**src/rtl/apb_reg_slave.sv**
```systemverilog
`default_nettype none
// ============================================================================
//  Module      : apb_reg_slave
//  Description : APB slave register bank with programmable wait states.
//                NUM_REGS-1 read/write registers and a read-only count of
//                completed transfers in the top slot. Illegal accesses
//                (bad address, write to the counter) complete with PSLVERR.
//  Revision    : 1.0 - initial release
// ============================================================================
module apb_reg_slave #(
    parameter int          NUM_REGS    = 8,
    parameter int          WAIT_STATES = 1,
    parameter logic [31:0] BASE_ADDR   = 32'h0000_0000
) (
    input  logic        PCLK,
    input  logic        PRESET,
    input  logic        PSEL,
    input  logic        PENABLE,
    input  logic        PWRITE,
    input  logic [31:0] PADDR,
    input  logic [31:0] PWDATA,
    output logic [31:0] PRDATA,
    output logic        PREADY,
    output logic        PSLVERR
);

    localparam int         c_idx_w     = (NUM_REGS > 1) ? $clog2(NUM_REGS) : 1;
    localparam int         c_cnt_idx   = NUM_REGS - 1;
    localparam logic [3:0] c_wait_init = 4'(WAIT_STATES);
    localparam bit         c_zero_wait = (WAIT_STATES == 0);

    typedef enum logic [1:0] {
        IDLE   = 2'd0,
        ACCESS = 2'd1,
        DONE   = 2'd2
    } state_t;

    state_t r_state;
    state_t w_state_nxt;

    logic [31:0] r_regs [0:NUM_REGS-2];
    logic [31:0] r_xfer_cnt;
    logic [31:0] r_paddr;
    logic [31:0] r_pwdata;
    logic        r_pwrite;
    logic [3:0]  r_wait;
    logic [31:0] r_prdata;
    logic        r_pready;
    logic        r_pslverr;

    logic               w_setup;
    logic               w_abort;
    logic               w_commit;
    logic               w_wait_step;
    logic [31:0]        w_dec_addr;
    logic               w_dec_write;
    logic [32:0]        w_offset;
    logic [c_idx_w-1:0] w_idx;
    logic               w_valid;
    logic               w_is_cnt;
    logic               w_err;
    logic [31:0]        w_rdata;

    assign PRDATA  = r_prdata;
    assign PREADY  = r_pready;
    assign PSLVERR = r_pslverr;

    // Transfer event strobes; a setup phase is accepted from IDLE or DONE.
    always_comb begin
        w_setup     = (r_state != ACCESS) && PSEL && !PENABLE;
        w_abort     = (r_state == ACCESS) && !PSEL;
        w_commit    = (r_state == ACCESS) && PSEL && PENABLE && r_pready;
        w_wait_step = (r_state == ACCESS) && PSEL && PENABLE && !r_pready;
    end

    // Address decode: the live bus at the setup edge (zero-wait response is
    // produced there), otherwise the latched transfer. 33-bit offset so an
    // address below BASE_ADDR shows up as a negative (bit 32 set).
    always_comb begin
        w_dec_addr  = w_setup ? PADDR  : r_paddr;
        w_dec_write = w_setup ? PWRITE : r_pwrite;
        w_offset    = {1'b0, w_dec_addr} - {1'b0, BASE_ADDR};
        w_valid     = !w_offset[32] && (w_offset[1:0] == 2'b00) &&
                      (w_offset[32:2] < 31'(NUM_REGS));
        w_idx       = w_offset[c_idx_w+1:2];
        w_is_cnt    = (w_idx == c_idx_w'(c_cnt_idx));
        w_err       = !w_valid || (w_dec_write && w_is_cnt);
        w_rdata     = r_xfer_cnt;
        if (w_valid && !w_is_cnt) begin
            w_rdata = r_regs[w_idx];
        end
    end

    // FSM state register.
    always_ff @(posedge PCLK or posedge PRESET) begin
        if (PRESET) begin
            r_state <= IDLE;
        end else begin
            r_state <= w_state_nxt;
        end
    end

    // FSM next state; PSEL+PENABLE seen in IDLE is a protocol violation and ignored.
    always_comb begin
        w_state_nxt = r_state;
        case (r_state)
            IDLE: begin
                if (PSEL && !PENABLE) w_state_nxt = ACCESS;
            end
            ACCESS: begin
                if (!PSEL)                   w_state_nxt = IDLE;
                else if (PENABLE && r_pready) w_state_nxt = DONE;
            end
            DONE: begin
                if (PSEL && !PENABLE) w_state_nxt = ACCESS;
                else                  w_state_nxt = IDLE;
            end
            default: w_state_nxt = IDLE;
        endcase
    end

    // Datapath: latch request, count wait states, raise response, commit.
    always_ff @(posedge PCLK or posedge PRESET) begin
        if (PRESET) begin
            for (int i = 0; i < NUM_REGS - 1; i++) begin
                r_regs[i] <= '0;
            end
            r_xfer_cnt <= '0;
            r_paddr    <= '0;
            r_pwdata   <= '0;
            r_pwrite   <= 1'b0;
            r_wait     <= '0;
            r_prdata   <= '0;
            r_pready   <= 1'b0;
            r_pslverr  <= 1'b0;
        end else if (w_setup) begin
            r_paddr  <= PADDR;
            r_pwdata <= PWDATA;
            r_pwrite <= PWRITE;
            r_wait   <= c_wait_init;
            r_pready <= c_zero_wait;
            if (c_zero_wait) begin
                r_pslverr <= w_err;
                if (!w_dec_write) r_prdata <= w_err ? 32'h0 : w_rdata;
            end else begin
                r_pslverr <= 1'b0;
            end
        end else if (w_abort) begin
            r_pready  <= 1'b0;
            r_pslverr <= 1'b0;
        end else if (w_commit) begin
            r_pready  <= 1'b0;
            r_pslverr <= 1'b0;
            if (!r_pslverr) begin
                r_xfer_cnt <= r_xfer_cnt + 32'd1;
                if (r_pwrite) r_regs[w_idx] <= r_pwdata;
            end
        end else if (w_wait_step) begin
            r_wait <= r_wait - 4'd1;
            if (r_wait == 4'd1) begin
                r_pready  <= 1'b1;
                r_pslverr <= w_err;
                if (!w_dec_write) r_prdata <= w_err ? 32'h0 : w_rdata;
            end
        end
    end

endmodule
`default_nettype wire

```
**config.mk**
```make
export PLATFORM = sky130hd
export DESIGN_NAME = apb_reg_slave
export DESIGN_NICKNAME = d
export VERILOG_FILES = /design/src/rtl/apb_reg_slave.sv
export SDC_FILE = /design/constraint.sdc
export NUM_CORES = 1
export LEC_CHECK = 0
export CELL_PAD_IN_SITES_DETAIL_PLACEMENT = 0
export CELL_PAD_IN_SITES_GLOBAL_PLACEMENT = 1
export CORE_MARGIN = 1.5
export CORE_UTILIZATION = 41
export CTS_BUF_LIST = sky130_fd_sc_hd__clkbuf_4 sky130_fd_sc_hd__clkbuf_8
export CTS_CLUSTER_SIZE = 14
export DETAILED_ROUTE_END_ITERATION = 10
export PLACE_DENSITY = 0.7
export SYNTH_ARGS = -nofsm -noshare
export SYNTH_HDL_FRONTEND = slang
export SYNTH_SLANG_ARGS = --single-unit
```
**constraint.sdc**
```tcl
create_clock -name PCLK -period 12.1 [get_ports PCLK]
set_input_delay 2.42 -clock PCLK [delete_from_list [all_inputs] [get_ports PCLK]]
set_output_delay 2.42 -clock PCLK [all_outputs]
set_load 0.02 [all_outputs]
```
==> results.json <==
{
  "syn_area_per_cell_um2": 11.8,
  "final_nets": 1608,
  "h-tree-depth": 3,
  "finalPower_uw": 3180,
  "yosysWarningCount": 0,
  "worstReg2RegStart": "r_state[0]",
  "min_path_type": "register to register",
  "cts-buffers-inserted": 66,
  "cts_setup_buffers": 0,
  "synth_area_leaders": "dfrtp_1 (53%), mux2_2 (11%), nand2_1 (5.0%)",
  "startpoint_type": "input port",
  "vias": 11695,
  "port_buffers": 102,
  "overflow": 0,
  "drtIter0Drc": 736,
  "grt_pass1_vias": 11991,
  "report.final.slew_viol_count": 0,
  "die_y_um": 206,
  "first_pass_iters": 5,
  "fill_cells": 3695,
  "worstPathMaxFanout": 27,
  "synth_edf_count": 0,
  "crit_type": "input port to register",
  "synth_top_area_share_pct": 53.4,
  "viasPerCell": 5.54,
  "yosysMostFrequentCell": "dfrtp_1",
  "start_util_pct": 41.5,
  "ff2ff_setup_slack_ns": 7.55,
  "cp-end-kind": "register",
  "ctsRootBufferMaster": "clkbuf_8",
  "ys.flop_type": "dfrtp_1",
  "drtAntennaViolNets": 0,
  "critPathCapture": "r_regs[3]",
  "syn_to_final_growth_pct": 16.5,
  "syn-cell-area_um2": 16900,
  "power_density_nw_per_um2": 161,
  "synth_cell_types": 61,
  "cts_resized": 0,
  "async_flop_share_pct": 100,
  "ios": 103,
  "ys_seq_area_share_pct": 53.4,
  "final_util_pct": 48.3,
  "rows": 74,
  "tightest_slew_ns": 1.29,
  "wl_per_cell_um": 21.1,
  "grt_usage_pct": 21.7,
  "r2r_cells": 6,
  "die-width_um": 206,
  "wirelength_um": 44500,
  "dp_hpwl_um": 27500,
  "maxCapViolations": 0,
  "synth_cells": 1439,
  "core_um2": 40800,
  "arrival_ns": 6.96,
  "drive_above_1_share_pct": 24.1,
  "p_leak_uw": 0.00966,
  "grt_first_pass_wirelength_um": 70700,
  "layout_min_cycle_time_ns": 6.47,
  "syn-num-nets": 1511,
  "timing.rr.end": "r_regs[56]",
  "ys_seq_elements": 361,
  "synth_commonest_cells": "dfrtp_1 (361), nand2_1 (225), mux2_2 (171), mux2i_1 (80), nor2_1 (65)",
  "period_share_pct": 53.5,
  "outcome": "completed",
  "cp_data_required_time_ns": 12.59,
  "ir_drop_mv": 0.0905,
  "clock_latency_ns": 0.64,
  "clk_pin_slew_ns": 0.05,
  "antenna_cells": 0,
  "relSlewSlack_pct": 14.0,
  "drc": 0,
  "cts_buffer_depth": 3,
  "postCtsHoldBufs": 0,
  "final.setup.tns_ns": 0,
  "grt_start_max_net_pins": 82,
  "skew_ns": 0.0504,
  "cts_tree": "built",
  "startpoint": "PENABLE",
  "fmax_mhz": 154,
  "yosysTopAreaCell": "dfrtp_1",
  "antenna_found_initial": 0,
  "fin_hold_ws_ns": 0.473,
  "die-area_um2": 42500,
  "clkSinkCount": 361,
  "setup_viol": 0,
  "gp_congestion": 0.799,
  "rsz0062_at_grt": "no",
  "finalHoldViolations": 0
}
[layout make-up]
type	count	area [µm²]	area share, %
tap	532	666	3.37
timing repair buffer	126	1200	6.06
multi-input combinational	967	7430	37.7
inverter	14	58.8	0.298
clock buffer	99	1260	6.37
clock inverter	12	80.1	0.406
sequential	361	9030	45.8
[per-stage QoR]
| step | area (µm²) | worst slack [ns] | cells |
|---|---|---|---|
| floorplan | 16900 | 4.84 | 1439 |
| global placement | 18400 | 5.16 | 2000 |
| detailed placement | 18400 | 5.08 | 2000 |
| CTS | 19700 | 5.74 | 2111 |
| global route | 19700 | 5.39 | 2111 |
| finish | 19700 | 5.63 | 2111 |
[metal layers]
metal	track usage [%]	vias to the layer above	share of wire (%)
li1	-	5370	-
met1	31.8	5975	49
met2	32.3	262	44
met3	3.97	88	4.1
met4	7.61	0	2.7
met5	0	-	0
[power breakdown]
| part | leakage, µW | switching [µW] | total, µW | internal [µW] |
|---|---|---|---|---|
| clock network | 0.000709 | 516 | 1180 | 663 |
| registers | 0.00489 | 111 | 1430 | 1310 |
| logic | 0.00407 | 336 | 575 | 238 |
| total | 0.00966 | 963 | 3180 | 2220 |
[sequential cells by signal (all words and copies together) (netlist names)]
register    flops
r_pwdata       32
r_paddr        32
r_xfer_cnt     32
PSLVERR         1
r_state         2
r_pwrite        1
PRDATA         32
r_regs        224
r_wait          4
PREADY          1
[cell families after synthesis]
kind of cell	synth area share [%]
buffers and inverters	3.02
multiplexers	20.8
flip-flops	53.4
AND/OR/NAND/NOR	12.1
adder cells (fa/ha/maj)	0.222
AO/OA/AOI/OAI	8.76
XOR/XNOR	1.71
[cell usage in the layout, fill, tap and decap left out, types with 11 or more instances in the layout]
cell             Yosys  final
a211o_1             23     23
a311oi_1            22     22
nand3_1             38     38
mux2i_1             80     79
nand2_1            225    225
clkbuf_4             0     17
clkdlybuf4s50_1      0    101
buf_4                3     24
inv_1               12     11
and3_1              44     44
nor4_1              14     14
mux2_4              48     48
a2111oi_0           24     24
nand4_1             11     11
mux2_2             171    171
a2bb2o_1            23     23
o21ai_0             19     19
clkbuf_8             0     82
nor2_1              65     64
a211oi_1            18     18
a21oi_1             28     28
dfrtp_1            361    361
xnor2_1             23     23
[worst min-delay path by stage]
stage	from	cells after the start	slack, ns	end
2_1_floorplan	r_xfer_cnt[31]	1	0.45	r_xfer_cnt[31]
3_3_place_gp	r_regs[223]	1	0.46	r_regs[223]
3_5_place_dp	r_paddr[24]	2	0.46	r_paddr[24]
4_1_cts	r_paddr[24]	2	0.48	r_paddr[24]
5_1_grt	r_regs[223]	1	0.50	r_regs[223]
6_report	r_paddr[6]	2	0.47	r_paddr[6]
[worst max-delay path, stage by stage]
cell and delay (ns):
clkdlybuf4s50_1 0.47, nand2b_1 0.43, o21ai_4 0.90, and2_1 0.67, nand4_1 1.12, buf_4 0.62, mux2_2 0.30
(Power assumes the default switching activity.)
